### src/rtl/digclk_pkg.sv
// Shared limits, set-mode encodings and a wrapping step helper for the
// hours/minutes/seconds clock.
package digclk_pkg;

  localparam logic [5:0] SEC_MAX  = 6'd59;
  localparam logic [5:0] MIN_MAX  = 6'd59;
  localparam logic [5:0] HOUR_MAX = 6'd23;

  typedef enum logic [1:0] {
    RUN      = 2'b00,
    SET_SEC  = 2'b01,
    SET_MIN  = 2'b10,
    SET_HOUR = 2'b11
  } set_sel_e;

  // Steps a field by +/-1, wrapping inside 0..max with no carry out.
  function automatic logic [5:0] step_wrap(input logic [5:0] v,
                                           input logic [5:0] max,
                                           input logic       up);
    if (up) return (v == max) ? 6'd0 : v + 6'd1;
    else    return (v == 6'd0) ? max : v - 6'd1;
  endfunction

endpackage

### src/rtl/pb_sync_edge.sv
// Two-flop synchroniser plus registered rising-edge detector for one
// pushbutton. The button must be seen low after reset before a rise counts.
module pb_sync_edge (
  input  logic clk_100M,
  input  logic reset,
  input  logic pb,
  output logic rise
);

  logic sync1_q;
  logic sync2_q;
  logic sync2_d_q;
  logic primed_q;
  logic armed_q;

  // primed_q marks that sync1_q holds a real post-reset sample, so a button
  // held across reset release never arms the detector until it is let go.
  always_ff @(posedge clk_100M or posedge reset) begin
    if (reset) begin
      sync1_q   <= 1'b0;
      sync2_q   <= 1'b0;
      sync2_d_q <= 1'b0;
      primed_q  <= 1'b0;
      armed_q   <= 1'b0;
      rise      <= 1'b0;
    end else begin
      sync1_q   <= pb;
      sync2_q   <= sync1_q;
      sync2_d_q <= sync2_q;
      primed_q  <= 1'b1;
      armed_q   <= armed_q | (primed_q & ~sync1_q);
      rise      <= sync2_q & ~sync2_d_q & armed_q;
    end
  end

endmodule

### src/rtl/digclk_hms.sv
// Hours/minutes/seconds clock with a 1 Hz prescaler and pushbutton
// set modes; 24-hour or 12-hour-with-PM display selected by H24.
module digclk_hms
  import digclk_pkg::*;
#(
  parameter int unsigned CLK_HZ = 100000000,
  parameter bit          H24    = 1'b1
) (
  input  logic       clk_100M,
  input  logic       reset,
  input  logic       incr_pb,
  input  logic       decr_pb,
  input  logic [1:0] set_sel,
  output logic [5:0] sec_out,
  output logic [5:0] min_out,
  output logic [4:0] hour_out,
  output logic       pm_out,
  output logic       tick_1hz
);

  localparam int unsigned   PW         = (CLK_HZ > 1) ? $clog2(CLK_HZ) : 1;
  localparam logic [PW-1:0] PRESC_LAST = PW'(CLK_HZ - 1);

  set_sel_e      mode;
  logic          incr_rise;
  logic          decr_rise;
  logic          tick;
  logic          step_en;
  logic [PW-1:0] presc_q;
  logic [5:0]    sec_q, min_q, hour_q;
  logic [5:0]    sec_nx, min_nx, hour_nx;
  logic [5:0]    hour_pm;
  logic [4:0]    hour_disp;
  logic          pm_disp;

  assign mode = set_sel_e'(set_sel);

  pb_sync_edge u_incr (
    .clk_100M (clk_100M),
    .reset    (reset),
    .pb       (incr_pb),
    .rise     (incr_rise)
  );

  pb_sync_edge u_decr (
    .clk_100M (clk_100M),
    .reset    (reset),
    .pb       (decr_pb),
    .rise     (decr_rise)
  );

  assign tick    = (mode == RUN) && (presc_q == PRESC_LAST);
  // Opposing edges in the same cycle cancel out.
  assign step_en = (mode != RUN) && (incr_rise ^ decr_rise);

  always_comb begin
    sec_nx  = sec_q;
    min_nx  = min_q;
    hour_nx = hour_q;
    if (tick) begin
      sec_nx = step_wrap(sec_q, SEC_MAX, 1'b1);
      if (sec_q == SEC_MAX) begin
        min_nx = step_wrap(min_q, MIN_MAX, 1'b1);
        if (min_q == MIN_MAX) hour_nx = step_wrap(hour_q, HOUR_MAX, 1'b1);
      end
    end else if (step_en) begin
      case (mode)
        SET_SEC:  sec_nx  = step_wrap(sec_q, SEC_MAX, incr_rise);
        SET_MIN:  min_nx  = step_wrap(min_q, MIN_MAX, incr_rise);
        SET_HOUR: hour_nx = step_wrap(hour_q, HOUR_MAX, incr_rise);
        default:  ;
      endcase
    end
  end

  // Any set mode holds the prescaler at zero, discarding a partial second.
  always_ff @(posedge clk_100M or posedge reset) begin
    if (reset) begin
      presc_q <= '0;
      sec_q   <= 6'd0;
      min_q   <= 6'd0;
      hour_q  <= 6'd0;
    end else begin
      presc_q <= (mode != RUN || tick) ? '0 : presc_q + PW'(1);
      sec_q   <= sec_nx;
      min_q   <= min_nx;
      hour_q  <= hour_nx;
    end
  end

  always_comb begin
    hour_pm   = hour_q - 6'd12;
    hour_disp = hour_q[4:0];
    pm_disp   = 1'b0;
    if (!H24) begin
      if (hour_q == 6'd0) hour_disp = 5'd12;
      else if (hour_q > 6'd12) hour_disp = hour_pm[4:0];
      pm_disp = (hour_q >= 6'd12);
    end
  end

  assign sec_out  = sec_q;
  assign min_out  = min_q;
  assign hour_out = hour_disp;
  assign pm_out   = pm_disp;
  assign tick_1hz = tick;

endmodule

### config.mk
export PLATFORM = sky130hd
export DESIGN_NAME = digclk_hms
export DESIGN_NICKNAME = d
export VERILOG_FILES = /design/src/rtl/digclk_pkg.sv /design/src/rtl/pb_sync_edge.sv /design/src/rtl/digclk_hms.sv
export SDC_FILE = /design/constraint.sdc
export NUM_CORES = 1
export LEC_CHECK = 0
export BUFFER_PORTS_ARGS = -buffer_cell sky130_fd_sc_hd__buf_2
export CAP_MARGIN = 20
export CORE_ASPECT_RATIO = 0.75
export CORE_MARGIN = 1.5
export CORE_UTILIZATION = 40
export DETAILED_ROUTE_END_ITERATION = 7
export PLACE_DENSITY = 0.66
export SYNTH_ARGS = -nofsm -noshare
export SYNTH_HDL_FRONTEND = slang
export SYNTH_SLANG_ARGS = --single-unit
### constraint.sdc
create_clock -name clk_100M -period 2.9 [get_ports clk_100M]
set_clock_uncertainty 0.15 [all_clocks]
set_input_delay 0.29 -clock clk_100M [delete_from_list [all_inputs] [get_ports clk_100M]]
set_output_delay 0.29 -clock clk_100M [all_outputs]
set_load 0.1 [all_outputs]
; ---- After elaboration in Yosys (flattened, before gate mapping)
; Cells that the tools add are included.
[totals]
out_inout_bits = 19
word_cells = 81
ff_bits = 56
mem_bits_ro = 0
mem_bits_rw = 0
latchBits = 0
memories = 0
inputBits = 6
[op_classes]
bitwise_logic = 13
eq_ne = 9
order_cmp = 0
shifts = 0
n_mul = 0
div_mod_pow = 0
add_sub_neg = 7
n_mux = 22
n_reduce_logical = 15
[ops]
columns = op, n
row1 = $mux W6, 21
row2 = $add A27 B1 Y27 const B, 1
row3 = $eq A27 B27 Y1 const B, 1
row4 = $mux W27, 1
row5 = $add A6 B1 Y6 const B, 3
row6 = $logic_not A6 Y1, 3
row7 = $sub A6 B1 Y6 const B, 3
row8 = $eq A6 B6 Y1 const B, 2
row9 = $reduce_bool A2 Y1, 5
row10 = $and A1 B1 Y1, 6
row11 = $eq A6 B5 Y1 const B, 1
row12 = $eq A2 B2 Y1 const B, 2
row13 = $ne A2 B1 Y1 const B, 2
row14 = $not A1 Y1, 4
row15 = $reduce_and A4 Y1, 1
row16 = $reduce_and A3 Y1, 1
row17 = $eq A2 B1 Y1 const B, 1
row18 = $logic_and A1 B1 Y1, 2
row19 = $logic_not A2 Y1, 1
row20 = $or A1 B1 Y1, 2
row21 = $reduce_and A2 Y1, 1
row22 = $logic_or A1 B1 Y1, 1
row23 = $xor A1 B1 Y1, 1

; ---- Logic depth before layout (Yosys ltp)
; Gate-level depths: netlist of the first run.
[logic_depth]
word_depth = 6
depth_mapped = 9
mapped_depth_nobuf = 7

; ---- Hierarchy
; From an unflattened synthesis of the first run, not the netlist that was laid out.
[unflattened]
hier_cells = 374
hier_area_um2 = 3389.5
[modules_own_cells]
columns = module, cells_each, seq_area_each_um2, instances, area_each_um2
row1 = digclk_hms, 350, 1126.1, 1, 3036.7
row2 = pb_sync_edge, 12, 150.1, 2, 176.4

; ---- Worst setup path after synthesis of the first run
; OpenSTA, ideal clock, no wires.
[synth_timing]
path_type = register to register
start = reg sec_q[1] (netlist: sec_out[1])
end = reg hour_q[3]
slack_ns = -0.188
synth_period_minus_slack_ns = 3.088
path_buffers = 2
arrival_ns = 2.873
path_stages_with_launch = 10
setup_ns = 0.064
t_required_ns = 2.686
cell_sequence = dfrtp_1 > ha_1 > nand4_1 > or2_2 > clkbuf_1 > or3_1 > o21a_1 > buf_2 > a211oi_1 > a21o_1
[synth_via]
elab_chain_len = 3
[synth_rtl]
columns = element, line
row1 = "start, declared", digclk_hms.sv:30  ; logic [5:0] sec_q, min_q, hour_q;
row2 = "start signal, assigned", digclk_hms.sv:85  ; sec_q <= sec_nx;
row3 = $eq A6 B6 Y1, digclk_hms.sv:62  ; if (sec_q == SEC_MAX) begin
row4 = $ne A2 B1 Y1 (no source line), n/a
row5 = $reduce_and A4 Y1 (no source line), n/a
row6 = "end signal, assigned", digclk_hms.sv:87  ; hour_q <= hour_nx;
row7 = "end, declared", digclk_hms.sv:30
; Every way passes these cells.
; A chain may end at the register's enable or synchronous reset.

; ---- Worst setup path in the final report of the first run
[layout_timing]
start = reg presc_q[12]
end = out tick_1hz
[layout_via]
elab_chain_len = 2
[layout_rtl]
columns = element, line
row1 = "start, declared", digclk_hms.sv:29  ; logic [PW-1:0] presc_q;
row2 = "start signal, assigned", digclk_hms.sv:84  ; presc_q <= (mode != RUN || tick) ? '0 : presc_q + PW'(1);
row3 = $eq A27 B27 Y1, digclk_hms.sv:52  ; assign tick = (mode == RUN) && (presc_q == PRESC_LAST);
row4 = $logic_and A1 B1 Y1, digclk_hms.sv:52
row5 = "end, declared", digclk_hms.sv:18  ; output logic tick_1hz
; Every way passes these cells.

==> results of run 1 <==
flip-flops by register name, indices dropped and copies added (netlist names):
register,cells
u_incr.armed_q,1
u_decr.sync2_q,1
min_out,6
u_decr.primed_q,1
u_incr.sync2_d_q,1
u_incr.sync2_q,1
u_incr.rise,1
u_decr.rise,1
u_decr.sync1_q,1
presc_q,27
sec_out,6
hour_q,6
u_incr.sync1_q,1
u_decr.armed_q,1
u_decr.sync2_d_q,1
cell type report:
cell class / instances / area, µm² / area share (%)
timing repair buffer: 34 / 220.2 / 6.067
clock inverter: 1 / 30.03 / 0.8273
clock buffer: 7 / 96.34 / 2.654
multi-input combinational: 268 / 1688 / 46.50
inverter: 15 / 56.30 / 1.551
sequential: 56 / 1408 / 38.78
tap: 105 / 131.4 / 3.619
worst max-delay path by stage:
| stage | startpoint | to | slack (ns) |
|---|---|---|---|
| floorplan | min_out[3] | hour_q[3] | 0.09 |
| global placement | presc_q[10] | min_out[3] | 0.45 |
| detailed placement | presc_q[12] | min_out[3] | 0.38 |
| CTS | presc_q[12] | tick_1hz | 0.07 |
| global route | presc_q[12] | tick_1hz | 0.09 |
| finish | presc_q[12] | tick_1hz | 0.20 |
layout by cell type, fill, tap and decap left out, types with 2 or more instances in the layout:
cell type / synthesis / routed
and3b_1: 2 / 2
xnor2_1: 19 / 19
o21a_1: 3 / 3
xor2_1: 13 / 13
a31oi_1: 2 / 2
o31ai_1: 4 / 4
nor4_1: 3 / 3
dlygate4sd3_1: 0 / 3
nor2_1: 48 / 47
a21oi_1: 14 / 14
or4b_1: 2 / 2
nand2b_1: 4 / 4
o2bb2ai_1: 2 / 2
o211ai_1: 4 / 4
nand4_1: 11 / 11
o21ai_0: 18 / 18
nand2_1: 22 / 22
buf_4: 9 / 7
clkbuf_8: 0 / 7
a22oi_1: 2 / 2
or3_1: 6 / 6
o21ai_1: 3 / 3
or2_2: 2 / 2
ha_1: 10 / 10
a211oi_1: 3 / 3
nand3_1: 17 / 17
nor3_1: 11 / 11
buf_2: 8 / 22
inv_1: 15 / 14
a21o_1: 5 / 5
nand3b_1: 3 / 3
dfrtp_1: 56 / 51
conb_1: 2 / 2
and3_1: 13 / 13
dfrtp_2: 0 / 5
worst min-delay path: cells and delay by family:
kind / cells / cell delay, ns
buffers and inverters: 1 / 0.11
and+or+nand+nor: 2 / 0.23
power by group:
group / internal [mW] / switching (mW)
clock network: 0.305 / 0.256
registers: 0.906 / 0.232
logic: 0.395 / 1.29
per-layer routing:
layer	GRT usage, %	share of wire, %	up-vias
li1	-	-	1298
met1	23.20	51	1271
met2	24.78	44	54
met3	2.778	3.8	5
met4	4.342	0.89	0
met5	0	0	-
timing repair:
item,4_1_cts,5_1_grt
hold endpoints to repair,29,0
setup endpoints to repair,0,1
hold buffers,3,0
resized for setup,0,1
through the flow:
stage / cell area (µm²) / hold slack [ns] / worst slack [ns] / util (%) / cells
5_1_grt: 3630 / 0.2122 / 0.08862 / 45.84 / 486
3_5_place_dp: 3471 / 0.2097 / 0.3825 / 43.84 / 475
6_report: 3630 / 0.2011 / 0.1977 / 45.84 / 486
4_1_cts: 3627 / 0.1967 / 0.07248 / 45.81 / 486
2_1_floorplan: 3301 / 0.1714 / 0.08958 / - / 363
3_3_place_gp: 3471 / 0.2036 / 0.4462 / 43.84 / 475
logic make-up (layout without fill, tap and decap cells):
family	count (synthesis)	count (layout)	share of synthesized area, %
AO/OA/AOI/OAI	72	72	14.67
XOR/XNOR	32	32	8.514
adder cells (fa/ha/maj)	10	10	3.801
buffers and inverters	39	57	6.233
flip-flops	56	56	42.57
multiplexers	1	1	0.3041
other	2	2	0.2281
AND/OR/NAND/NOR	151	151	23.68
==> impl_metrics.ini, run 1 <==
[run_status]
outcome = finished clean

[detailed_routing]
wl_um = 6735
drc_errors = 0
via_per_inst = 5.407
wl_per_cell_um = 13.86
dr.pass1.iters = 5
drt_iter0_markers = 138
ant_nets = 0
dr_total_vias = 2628

[synthesis]
yosys-top-cells-count = 56 x dfrtp_1, 48 x nor2_1, 22 x nand2_1
synthTopCellsByArea = dfrtp_1 43%, nor2_1 5.5%, xnor2_1 5.1%
async_reset_ff_share_pct = 100.0
yosysMostFrequentCell = dfrtp_1
post_synth.cell_area_avg_um2 = 9.069
syn-num-nets = 379
synth_ff_type = dfrtp_1
synth_edf_count = 0
yosys.area.top_type_share_pct = 42.57
yosysSeqAreaShare_pct = 42.57
yosysTopAreaCell = dfrtp_1
yosys_register_bits = 56
yosys_warnings = 0
ys_types = 54
syn_area_um2 = 3292
syn_inst = 363

[setup_path]
worstRegToRegCells = 7
start_kind = register
critPathMaxStageDelay_ns = 0.56
cpLargestDelayFamily = simple AND/OR/NAND/NOR gates
crit_chain = or4b_4 > nor4_4 > nand3_1 > nor2_2 > clkbuf_4
endpoint_kind = output port
slowest_stage = or4b_4
r2r_setup_slack_ns = 0.36
r2r_start = presc_q[12]
worstPathRequired_ns = 2.46
critical_path.max_fanout = 4
path_class = register to output port
critPathBufInv = 1
cp.arrival_ns = 2.26
reg2reg_to = min_out[3]
path_depth = 5

[hold_path]
hold_path.startpoint = set_sel[0]
min_path_type = input pin to register
min_path_cells = 3
min_to = presc_q[2]

[placement]
routabilityCongestion = 0.8562
io_buffers = 23
hpwl_um = 4756

[clock_network]
cts_made_buffers = 5
clk_pin_slew_worst_paths_ns = 0.10
cts.sink_count = 56
clock_latency_ns = 0.31
postCtsSetupBuffers = 0
clockRootBuffer = clkbuf_8
clock_path_buffers = 2
htreeDepth = 2
cts_tree = yes

[flow_run]
maxCapViolCount = 0

[finish]
drive_gt1_share_pct = 13.91
insertedDiodeCount = 0
area_growth_pct = 10.26
fill_cells = 778
nets = 396

[die]
die_y_um = 81.57
core-area_um2 = 7918
die_w_um = 107.8
rows = 28
dieArea_um2 = 8789
initial_utilization_pct = 41.58
io_pins = 25

[sta]
min_period_ns = 2.702
slew_headroom_pct = 58.45
fmax_mhz = 370.1
slew_violations = 0
worstMarginPinSlew_ns = 0.6223
period_share_pct = 93.18
setup_viol = 0
rsz0062_at_grt = false
tns_ns = 0
hold_viol = 0

[grt]
grt_pass1_vias = 2367
grt_antenna_before_repair = 0
grt_max_degree = 30
track_usage_pct = 16.00
overflow = 0
grt_pass1_wl_um = 11250

[power]
power_density_nw_per_um2 = 931.4
leakagePower_nw = 1.550
total_power_mw = 3.381
peakVddDrop_mv = 0.8406
Power figures use the tool's default switching activity.
==> run 2: changes to the inputs <==
--- a/config.mk
+++ b/config.mk
@@ -5,7 +5,7 @@
 export SDC_FILE = /design/constraint.sdc
 export NUM_CORES = 1
 export LEC_CHECK = 0
-export BUFFER_PORTS_ARGS = -buffer_cell sky130_fd_sc_hd__buf_2
+export BUFFER_PORTS_ARGS = -buffer_cell sky130_fd_sc_hd__buf_4
 export CAP_MARGIN = 20
 export CORE_ASPECT_RATIO = 0.75
 export CORE_MARGIN = 1.5
==> run 2 against run 1 <==
Against the previous run:
- final cell count up 0.21%
- first-iteration DRC count down 6.5%
- clock power fell by 4.1%
- maximum frequency increased by 2.2%
- power rose by 0.92%
- combinational power is 4% higher
- critical path depth is the same
- largest power group unchanged
==> impl_metrics.ini, run 2 (synthesis results as in run 1) <==
[run_status]
outcome = finished clean

[detailed_routing]
drt_iter0_markers = 129
wl_um = 6602
wl_per_cell_um = 13.56
dr_total_vias = 2611
dr.pass1.iters = 4
ant_nets = 0
via_per_inst = 5.361
drc_errors = 0

[sta]
fmax_mhz = 378.3
slew_headroom_pct = 63.31
worstMarginPinSlew_ns = 0.5453
hold_viol = 0
setup_viol = 0
rsz0062_at_grt = false
min_period_ns = 2.643
period_share_pct = 91.15
timing.hold.ws_ns = 0.1966
tns_ns = 0
slew_violations = 0

[die]
die_w_um = 107.8
core-area_um2 = 7918
rows = 28
dieArea_um2 = 8789
io_pins = 25
die_y_um = 81.57
initial_utilization_pct = 41.58

[power]
total_power_mw = 3.412
power_density_nw_per_um2 = 928.5
leakagePower_nw = 1.567
peakVddDrop_mv = 0.8583

[clock_network]
htreeDepth = 2
clock_path_buffers = 2
cts.sink_count = 56
cts_made_buffers = 5
clk_pin_slew_worst_paths_ns = 0.10
clockRootBuffer = clkbuf_8
clock_latency_ns = 0.30
postCtsSetupBuffers = 0
cts_tree = yes
post_cts_resize_count = 0

[setup_path]
start_kind = register
cp.arrival_ns = 2.20
path_class = register to output port
endpoint_kind = output port
worstPathRequired_ns = 2.46
startpoint = presc_q[10]
critical_path.max_fanout = 5
r2r_start = presc_q[12]

[finish]
layout_commonest_cell = dfrtp_1
layout_common_cells = 51 x dfrtp_1, 47 x nor2_1, 32 x buf_4
fill_cells = 794
area_growth_pct = 11.63
nets = 397
seqCellArea_um2 = 1408
largest_reg_flops = 27
multi_input_area_um2 = 1688
stdcell_area_um2 = 3675
drive_gt1_share_pct = 14.14
insertedDiodeCount = 0
top_register = presc_q

[grt]
track_usage_pct = 16.11
grt_max_degree = 24
grt_pass1_vias = 2374
grt_pass1_wl_um = 11310
overflow = 0
grt_antenna_before_repair = 0

[placement]
dpl-instance-area_um2 = 3523
io_buffers = 23
routabilityCongestion = 0.8805
hpwl_um = 4763

[hold_path]
min_path_type = input pin to register
hold_path.startpoint = set_sel[1]

[flow_run]
maxCapViolCount = 0
==> run 2: cell types whose count changed in the layout (fill, tap and decap cells not counted), sizes merged <==
cell	previous run	this run
buf	30	32
clkbuf	8	6
clkinv	0	1
==> run 2: report_power, final <==
part | switching [mW] | internal [mW]
clock network | 0.255 | 0.283
registers | 0.227 | 0.906
logic | 1.28 | 0.461
==> run 2: through the flow <==
step	utilization, %	setup slack, ns	std cells
3_5_place_dp	44.50	0.4258	476
3_3_place_gp	44.50	0.4692	476
2_1_floorplan	-	0.08958	363
4_1_cts	46.41	0.2216	487
5_1_grt	46.41	0.1110	487
6_report	46.41	0.2565	487
==> run 2: cell type report <==
| type | count | share of cell area (%) |
|---|---|---|
| Multi-Input combinational cell | 268 | 45.93 |
| Sequential cell | 56 | 38.30 |
| Timing Repair Buffer | 35 | 7.354 |
| Tap cell | 105 | 3.575 |
| Clock buffer | 6 | 2.247 |
| Inverter | 15 | 1.532 |
| Clock inverter | 2 | 1.056 |
==> run 2: repair_timing <==
item | in CTS | in global routing
hold endpoints to repair | 22 | 0
hold buffers | 3 | 0
setup endpoints to repair | 0 | 0
==> run 2: critical path, cell delays in order (launching register included) <==
cell and delay, ns:
dfrtp_1 0.44, or4b_4 0.54, nor4_4 0.29, nand3_1 0.18
nor2_2 0.15, buf_4 0.29
==> run 2: layer usage <==
metal / up-vias / GRT usage (%) / wire length (µm)
met5: - / 0 / 0
met2: 47 / 25.03 / 2861
met3: 2 / 2.619 / 237
li1: 1300 / - / -
met4: 0 / 4.079 / 48
met1: 1262 / 23.50 / 3454
==> run 2: path summary, 6_finish.rpt <==
check,to,slack [ns],cells past startpoint
worst max register to register,min_out[0],0.40,6
max in group asynchronous,sec_out[1],1.58,4
min in group asynchronous,presc_q[24],0.39,3
worst min-delay path,presc_q[2],0.20,3
worst min register to register,u_decr.sync2_d_q,0.23,0
worst max-delay path,tick_1hz,0.26,5
==> run 3: changes to the inputs <==
--- a/config.mk
+++ b/config.mk
@@ -12,6 +12,7 @@
 export CORE_UTILIZATION = 40
 export DETAILED_ROUTE_END_ITERATION = 7
 export PLACE_DENSITY = 0.66
+export RECOVER_POWER = 50
 export SYNTH_ARGS = -nofsm -noshare
 export SYNTH_HDL_FRONTEND = slang
 export SYNTH_SLANG_ARGS = --single-unit
==> run 3 against run 2 <==
Against the previous run:
- routed wire length is essentially flat
- utilization shrank 0.14 points
- maximum frequency is essentially flat
- hold slack is essentially flat
==> impl_metrics.ini, run 3 (synthesis results as in run 1) <==
[run_status]
outcome = finished clean

[finish]
nets = 397
drive_gt1_share_pct = 13.09
finalNonFillerCells = 487
top_register = presc_q
insertedDiodeCount = 0
largest_reg_flops = 27
layout_common_cells = 51 x dfrtp_1, 47 x nor2_1, 26 x buf_4
layout_commonest_cell = dfrtp_1
fill_cells = 798
multi_input_area_um2 = 1688
seqCellArea_um2 = 1408
area_growth_pct = 11.29

[setup_path]
critPathMaxStageDelay_ns = 0.54
cpLargestDelayFamily = simple AND/OR/NAND/NOR gates
critPathBufInv = 1
slowest_stage = or4b_4
path_class = register to output port
critical_path.max_fanout = 5
crit_chain = or4b_4 > nor4_4 > nand3_1 > nor2_2 > buf_4
worstPathRequired_ns = 2.46
endpoint_kind = output port
start_kind = register
cp.arrival_ns = 2.21

[hold_path]
min_path_type = input pin to register

[placement]
hpwl_um = 4763
dp.cells = 476
routabilityCongestion = 0.8805
io_buffers = 23

[power]
power_density_nw_per_um2 = 929.8
power.switching_mw = 1.764
combPwrFrac_pct = 50.9
peakVddDrop_mv = 0.8585
leakagePower_nw = 1.557
clkPwrFrac_pct = 15.8
netSwitchingFraction_pct = 51.78
intPower_mw = 1.642
pwr-share-seq_pct = 33.3

[flow_run]
maxCapViolCount = 0

[grt]
grt_max_degree = 24
track_usage_pct = 16.11
grt_antenna_before_repair = 0
grt_pass1_wl_um = 11310
overflow = 0
grt_pass1_vias = 2374

[die]
core-area_um2 = 7918
die_w_um = 107.8
dieArea_um2 = 8789
die_y_um = 81.57
io_pins = 25
rows = 28
initial_utilization_pct = 41.58

[clock_network]
clockRootBuffer = clkbuf_8
post_cts_resize_count = 0
clock_latency_ns = 0.30
cts.sink_count = 56
htreeDepth = 2
clk_pin_slew_worst_paths_ns = 0.10
cts_made_buffers = 5
clock_path_buffers = 2
cts_tree = yes
postCtsSetupBuffers = 0

[sta]
setup_viol = 0
hold_viol = 0
worstMarginPinSlew_ns = 1.166
min_period_ns = 2.646
tns_ns = 0
rsz0062_at_grt = false
slew_violations = 0
fmax_mhz = 378.0
slew_headroom_pct = 22.62
period_share_pct = 91.23

[detailed_routing]
dr.pass1.iters = 4
m1WireLength_um = 3441
drc_errors = 0
dr.max_layer_used = met4
wl_per_cell_um = 13.55
wl_met3_um = 257
via_per_inst = 5.357
ant_nets = 0
wl_met2_um = 2850
dr_total_vias = 2609
drt_iter0_markers = 125
wl_um = 6597
[run 3: metrics by stage]
stage / utilization (%) / worst slack (ns) / hold WS, ns / power [mW] / area (µm²)
CTS: 46.41 / 0.2216 / 0.1911 / 3.432 / 3675
floorplan: - / 0.08958 / 0.1714 / 2.603 / 3301
detailed placement: 44.50 / 0.4258 / 0.1776 / 2.882 / 3523
finish: 46.27 / 0.2544 / 0.1962 / 3.406 / 3664
global route: 46.27 / 0.1110 / 0.1948 / 3.611 / 3664
global placement: 44.50 / 0.4692 / 0.1761 / 2.870 / 3523
[run 3: repair_timing]
action / CTS / global route
hold buffers: 3 / 0
hold endpoints to repair: 22 / 0
endpoints found under the setup margin: 0 / 0
[run 3: per-layer routing]
layer / vias up / global-route usage, %
li1: 1301 / -
met5: - / 0
met2: 50 / 25.03
met1: 1256 / 23.50
met4: 0 / 4.079
met3: 2 / 2.619
[run 3: final cells by class]
| cell class | instances | share of cell area (%) |
|---|---|---|
| clock inverter | 2 | 1.059 |
| timing repair buffer | 35 | 7.070 |
| clock buffer | 6 | 2.254 |
| tap | 105 | 3.586 |
| multi-input combinational | 268 | 46.07 |
| inverter | 15 | 1.537 |
| sequential | 56 | 38.42 |
[run 3: final timing paths]
check	slack (ns)	start	end	cells past startpoint
setup reg to reg	0.40	presc_q[12]	min_out[0]	6
hold / removal	0.20	set_sel[1]	presc_q[2]	3
max in group asynchronous	0.57	reset	sec_out[1]	4
min in group asynchronous	0.53	reset	presc_q[24]	3
setup / recovery	0.25	presc_q[10]	tick_1hz	5
hold reg to reg	0.23	u_decr.sync2_q	u_decr.sync2_d_q	0
[run 3: power by group through the flow]
stage / registers [mW] / clock network, mW / logic (mW)
floorplan: 1.61 / 0 / 0.992
global placement: 1.13 / 0 / 1.74
detailed placement: 1.14 / 0 / 1.74
CTS: 1.13 / 0.556 / 1.75
global route: 1.17 / 0.586 / 1.86
finish: 1.13 / 0.539 / 1.73
[run 3: worst register-to-register path, delay by kind of cell, from the launching register on]
family | cells | cell delay [ns]
simple gates | 4 | 1.31
compound gates | 2 | 0.56
flops | 1 | 0.42
